## src/rtl/i2c_bus_filter.sv

```systemverilog
// I2C pad conditioner: synchronises and deglitches SCL/SDA, then derives edge
// pulses, START/STOP detection, a bus-busy flag and a stuck-bus timeout.
module i2c_bus_filter #(
    parameter int          FILTER_LEN = 4,
    parameter logic [15:0] TIMEOUT    = 16'd50000
) (
    input  logic clk,
    input  logic rst,
    input  logic scl_in,
    input  logic sda_in,
    output logic scl_out,
    output logic sda_out,
    output logic scl_rise,
    output logic scl_fall,
    output logic start_det,
    output logic stop_det,
    output logic bus_busy,
    output logic bus_timeout
);

    localparam logic [3:0]  FILT_LAST = 4'(FILTER_LEN - 1);
    localparam logic [15:0] TO_LAST   = TIMEOUT - 16'd1;
    localparam logic        TO_EN     = (TIMEOUT != 16'd0);

    logic        scl_s1_r, scl_s2_r, sda_s1_r, sda_s2_r;
    logic        scl_filt_r, sda_filt_r, scl_d_r, sda_d_r;
    logic [3:0]  scl_cnt_r, sda_cnt_r;
    logic        busy_r;
    logic [15:0] tcnt_r;

    logic        scl_filt_nxt_s, sda_filt_nxt_s;
    logic [3:0]  scl_cnt_nxt_s, sda_cnt_nxt_s;
    logic        start_nxt_s, stop_nxt_s, timeout_s;
    logic        busy_nxt_s;
    logic [15:0] tcnt_nxt_s;

    // Two-flop synchronisers; idle bus level is high.
    always_ff @(posedge clk or posedge rst) begin
        if (rst) begin
            scl_s1_r <= 1'b1;
            scl_s2_r <= 1'b1;
            sda_s1_r <= 1'b1;
            sda_s2_r <= 1'b1;
        end else begin
            scl_s1_r <= scl_in;
            scl_s2_r <= scl_s1_r;
            sda_s1_r <= sda_in;
            sda_s2_r <= sda_s1_r;
        end
    end

    // SCL filter: a bounce back to the held level restarts the count.
    always_comb begin
        scl_filt_nxt_s = scl_filt_r;
        scl_cnt_nxt_s  = 4'd0;
        if (scl_s2_r == scl_filt_r) begin
            scl_cnt_nxt_s = 4'd0;
        end else if (scl_cnt_r == FILT_LAST) begin
            scl_filt_nxt_s = scl_s2_r;
            scl_cnt_nxt_s  = 4'd0;
        end else begin
            scl_cnt_nxt_s = scl_cnt_r + 4'd1;
        end
    end

    // SDA filter, same rule as SCL.
    always_comb begin
        sda_filt_nxt_s = sda_filt_r;
        sda_cnt_nxt_s  = 4'd0;
        if (sda_s2_r == sda_filt_r) begin
            sda_cnt_nxt_s = 4'd0;
        end else if (sda_cnt_r == FILT_LAST) begin
            sda_filt_nxt_s = sda_s2_r;
            sda_cnt_nxt_s  = 4'd0;
        end else begin
            sda_cnt_nxt_s = sda_cnt_r + 4'd1;
        end
    end

    // Filtered lines, their counters and one-cycle delayed copies.
    always_ff @(posedge clk or posedge rst) begin
        if (rst) begin
            scl_filt_r <= 1'b1;
            sda_filt_r <= 1'b1;
            scl_d_r    <= 1'b1;
            sda_d_r    <= 1'b1;
            scl_cnt_r  <= 4'd0;
            sda_cnt_r  <= 4'd0;
        end else begin
            scl_filt_r <= scl_filt_nxt_s;
            sda_filt_r <= sda_filt_nxt_s;
            scl_d_r    <= scl_filt_r;
            sda_d_r    <= sda_filt_r;
            scl_cnt_r  <= scl_cnt_nxt_s;
            sda_cnt_r  <= sda_cnt_nxt_s;
        end
    end

    assign scl_out   = scl_filt_r;
    assign sda_out   = sda_filt_r;
    assign scl_rise  = scl_filt_r & ~scl_d_r;
    assign scl_fall  = ~scl_filt_r & scl_d_r;
    assign start_det = scl_filt_r & scl_d_r & ~sda_filt_r & sda_d_r;
    assign stop_det  = scl_filt_r & scl_d_r & sda_filt_r & ~sda_d_r;

    // Look-ahead START/STOP so bus_busy changes in the same cycle as the pulse.
    assign start_nxt_s = scl_filt_nxt_s & scl_filt_r & ~sda_filt_nxt_s & sda_filt_r;
    assign stop_nxt_s  = scl_filt_nxt_s & scl_filt_r & sda_filt_nxt_s & ~sda_filt_r;

    assign timeout_s = TO_EN & busy_r & (tcnt_r == TO_LAST)
                     & ~scl_rise & ~scl_fall & ~start_det;

    // Busy flag and stuck-bus counter next state.
    always_comb begin
        busy_nxt_s = busy_r;
        tcnt_nxt_s = tcnt_r;
        if (start_nxt_s) begin
            busy_nxt_s = 1'b1;
        end else if (stop_nxt_s || timeout_s) begin
            busy_nxt_s = 1'b0;
        end else begin
            busy_nxt_s = busy_r;
        end
        if (!busy_r || scl_rise || scl_fall || start_det || timeout_s) begin
            tcnt_nxt_s = 16'd0;
        end else if (tcnt_r != 16'hFFFF) begin
            tcnt_nxt_s = tcnt_r + 16'd1;
        end else begin
            tcnt_nxt_s = tcnt_r;
        end
    end

    // Busy flag and timeout counter registers.
    always_ff @(posedge clk or posedge rst) begin
        if (rst) begin
            busy_r <= 1'b0;
            tcnt_r <= 16'd0;
        end else begin
            busy_r <= busy_nxt_s;
            tcnt_r <= tcnt_nxt_s;
        end
    end

    assign bus_busy    = busy_r;
    assign bus_timeout = timeout_s;

endmodule

```

## config.mk

```make
export PLATFORM = sky130hd
export DESIGN_NAME = i2c_bus_filter
export DESIGN_NICKNAME = d
export VERILOG_FILES = /design/src/rtl/i2c_bus_filter.sv
export SDC_FILE = /design/constraint.sdc
export NUM_CORES = 1
export LEC_CHECK = 0
export CAP_MARGIN = 25
export CORE_ASPECT_RATIO = 1.2
export CORE_MARGIN = 10
export CORE_UTILIZATION = 60
export DETAILED_ROUTE_END_ITERATION = 12
export GPL_ROUTABILITY_DRIVEN = 0
export PLACE_DENSITY_LB_ADDON = 0.1
export SETUP_SLACK_MARGIN = 0.3
export SYNTH_ARGS = -nofsm -noshare
export SYNTH_HDL_FRONTEND = slang
export SYNTH_SLANG_ARGS = --single-unit
export TNS_END_PERCENT = 1
```

## constraint.sdc

```tcl
create_clock -name clk -period 4.12 [get_ports clk]
set_clock_uncertainty 0.1 [all_clocks]
set_input_delay 0.824 -clock clk [delete_from_list [all_inputs] [get_ports clk]]
set_output_delay 0.824 -clock clk [all_outputs]
set_load 0.05 [all_outputs]
```

==> flow_summary.yaml <==
die:
  core_area_sq_um: 2810
  die_w_um: 69.7
  ios: 12
  num_rows: 21
  start_util_pct: 63.3
  die_area_sq_um: 5550
  fp.dieH_um: 79.7
finish:
  drive_above_1_share_pct: 17.9
  diodes: 0
  area_growth_pct: 11.0
  layout.nets: 190
routing:
  drc_errors: 0
  final_antenna_net_count: 0
  drtIter0Drc: 106
  wirelength_mm: 3.60
  dr.pass1.iters: 4
  wl_per_cell_um: 16.5
  num_vias: 1365
  viasPerCell: 6.26
global_routing:
  grt_pass1_vias: 1385
  grt_use_total_pct: 13.7
  grt_pass1_wl_mm: 6.34
  antenna_found_initial: 0
  grt-ovfl-total: 0
  grt_max_degree: 26
sta:
  worst_pin_slew_ps: 914
  fin_crit_sh_pct: 83.9
  max_clock_freq_mhz: 289
  final-setup-viol-count: 0
  hold_viol: 0
  rsz0062_at_grt: "no"
  slew_viol_final: 0
  min_period_ps: 3460
  fin_tns_setup_ps: 0
  slew_headroom_pct: 38.6
synth:
  synthTopCellsByCount: "dfrtp_1, nand3_1, nor3_1"
  synth_area_sq_um: 1780
  synth_most_common_cell: "dfrtp_1"
  seq_area_frac_synth_pct: 46.9
  ys_top_cells_by_area: "dfrtp_1, dfstp_2, nand3_1"
  synth.distinct_cells: 46
  avgSynthCellArea_sq_um: 10.5
  ys_warn_count: 0
  ys_ff_latch: 33
  synth_top_cell_by_area: "dfrtp_1"
  synth.top_cell.area_share_pct: 35.1
  synthFlopType: "dfrtp_1"
  synth-async-reset-ratio_pct: 100
  synth_edf_count: 0
  synth_fp_nets: 176
  syn_inst: 169
critical_path:
  crit_arrival_ps: 2530
  r2r_end: "tcnt_r[14]"
  rrSetupSlack_ps: 1850
  cp_data_required_time_ps: 3200
  crit_type: "register to output pin"
  end_kind: "output pin"
  crit-reg2reg-launch: "tcnt_r[0]"
  rr_worst_depth: 5
  start_kind: "register"
  cp_max_fo: 6
min_path:
  hold_depth: 0
  whs_endpoint: "scl_s2_r"
  worstHoldPathType: "register to register"
  worstHoldStart: "scl_s1_r"
clock_tree:
  cts_hold_buf: 0
  htree_levels: 2
  clkTransAtPathRegs_ps: 100
  cts_root_buffer: "clkbuf_4"
  worstSkewPairLatency_ps: 340
  post_cts_resized: 0
  postCtsSetupBuffers: 0
  clock_path_buffers: 2
  numCtsBuffers: 5
  tritoncts: "done"
  cts_sinks: 33
place:
  dp_hpwl_mm: 2.63
  portBuffers: 11
power:
  power_leakage_nw: 0.733
  p_per_area_nw_per_um2: 469
  irDropWorstVdd_v: 0.000474
  total_power_uw: 926
status:
  outcome: "complete, no violations"
job:
  maxCapViolCount: 0
==> cell usage in the layout, fill, tap and decap left out, types with 3 or more instances in the layout <==
| cell | synthesis | routed |
|---|---|---|
| o21ai_2 | 3 | 3 |
| clkbuf_4 | 0 | 5 |
| nand3_1 | 15 | 15 |
| a21oi_1 | 8 | 8 |
| nor2_1 | 8 | 8 |
| nor3b_1 | 3 | 3 |
| nand4_1 | 5 | 5 |
| mux2i_1 | 7 | 7 |
| ha_1 | 3 | 3 |
| nand3b_1 | 9 | 9 |
| dfstp_2 | 8 | 8 |
| clkdlybuf4s50_1 | 0 | 11 |
| nor3_1 | 11 | 11 |
| nand2_1 | 7 | 7 |
| a211oi_1 | 3 | 3 |
| inv_1 | 4 | 4 |
| dfrtp_1 | 25 | 25 |
| and3_1 | 5 | 5 |
| a31oi_1 | 3 | 3 |
| nor2b_1 | 5 | 5 |
==> worst max-delay path: stages, from the launching register on <==
cell,delay [ps]
dfrtp_1,430
ha_1,240
and3_1,310
nand4_1,170
nor3_1,200
clkdlybuf4s50_1,840
==> layout make-up <==
| cell class | instances | area [sq um] |
|---|---|---|
| clock inverter | 1 | 7.51 |
| fill | 215 | 836 |
| timing repair buffer | 12 | 118 |
| multi-input combinational | 127 | 902 |
| clock buffer | 7 | 55.1 |
| inverter | 4 | 15.0 |
| sequential | 33 | 836 |
| tap | 34 | 42.5 |
==> state kept, by name, indices dropped and copies added (netlist names) <==
name,flops
tcnt_r,16
scl_cnt_r,4
sda_cnt_r,4
bus_busy,1
scl_d_r,1
scl_out,1
scl_s1_r,1
scl_s2_r,1
sda_d_r,1
sda_out,1
sda_s1_r,1
sda_s2_r,1
==> metrics by stage <==
| step | cell area [sq um] | instances | utilization, % | hold slack (ps) | worst slack, ps |
|---|---|---|---|---|---|
| after floorplan | 1780 | 169 | - | 245 | 825 |
| after global placement | 1910 | 210 | 68.0 | 249 | 1100 |
| after detailed placement | 1910 | 210 | 68.0 | 247 | 1050 |
| after CTS | 1980 | 218 | 70.3 | 265 | 652 |
| after global routing | 1980 | 218 | 70.3 | 270 | 497 |
| final | 1980 | 218 | 70.3 | 263 | 665 |
==> per-layer routing <==
metal	up-vias	track usage [%]	routed length [um]
met2	26	22.9	1750
li1	665	-	-
met3	5	5.47	214
met5	-	0	0
met4	0	4.55	44
met1	669	15.5	1590
==> power breakdown <==
part | internal [mW] | total [mW] | switching, mW
Clock | 0.0835 | 0.196 | 0.112
Sequential | 0.379 | 0.423 | 0.0435
Combinational | 0.108 | 0.307 | 0.199
Total | 0.571 | 0.926 | 0.355
==> cells by family (layout without fill, tap and decap cells) <==
kind of cell / Yosys count / after routing / synth area share (%)
multiplexers: 9 / 9 / 5.20
AND/OR/NAND/NOR: 85 / 85 / 30.4
flip-flops: 33 / 33 / 46.9
AO/OA/AOI/OAI: 26 / 26 / 11.0
adder cells (fa/ha/maj): 3 / 3 / 2.11
buffers and inverters: 9 / 24 / 2.39
XOR/XNOR: 4 / 4 / 1.97
==> worst max-delay path by stage <==
stage | slack, ps | cells past startpoint | startpoint | endpoint
6_report | 660 | 5 | tcnt_r[0] | bus_timeout
5_1_grt | 500 | 5 | tcnt_r[0] | bus_timeout
3_5_place_dp | 1050 | 5 | tcnt_r[0] | bus_timeout
2_1_floorplan | 830 | 4 | scl_out | bus_timeout
3_3_place_gp | 1100 | 5 | tcnt_r[0] | bus_timeout
4_1_cts | 650 | 5 | tcnt_r[0] | bus_timeout
No activity file was read; power rests on OpenSTA's default activity.
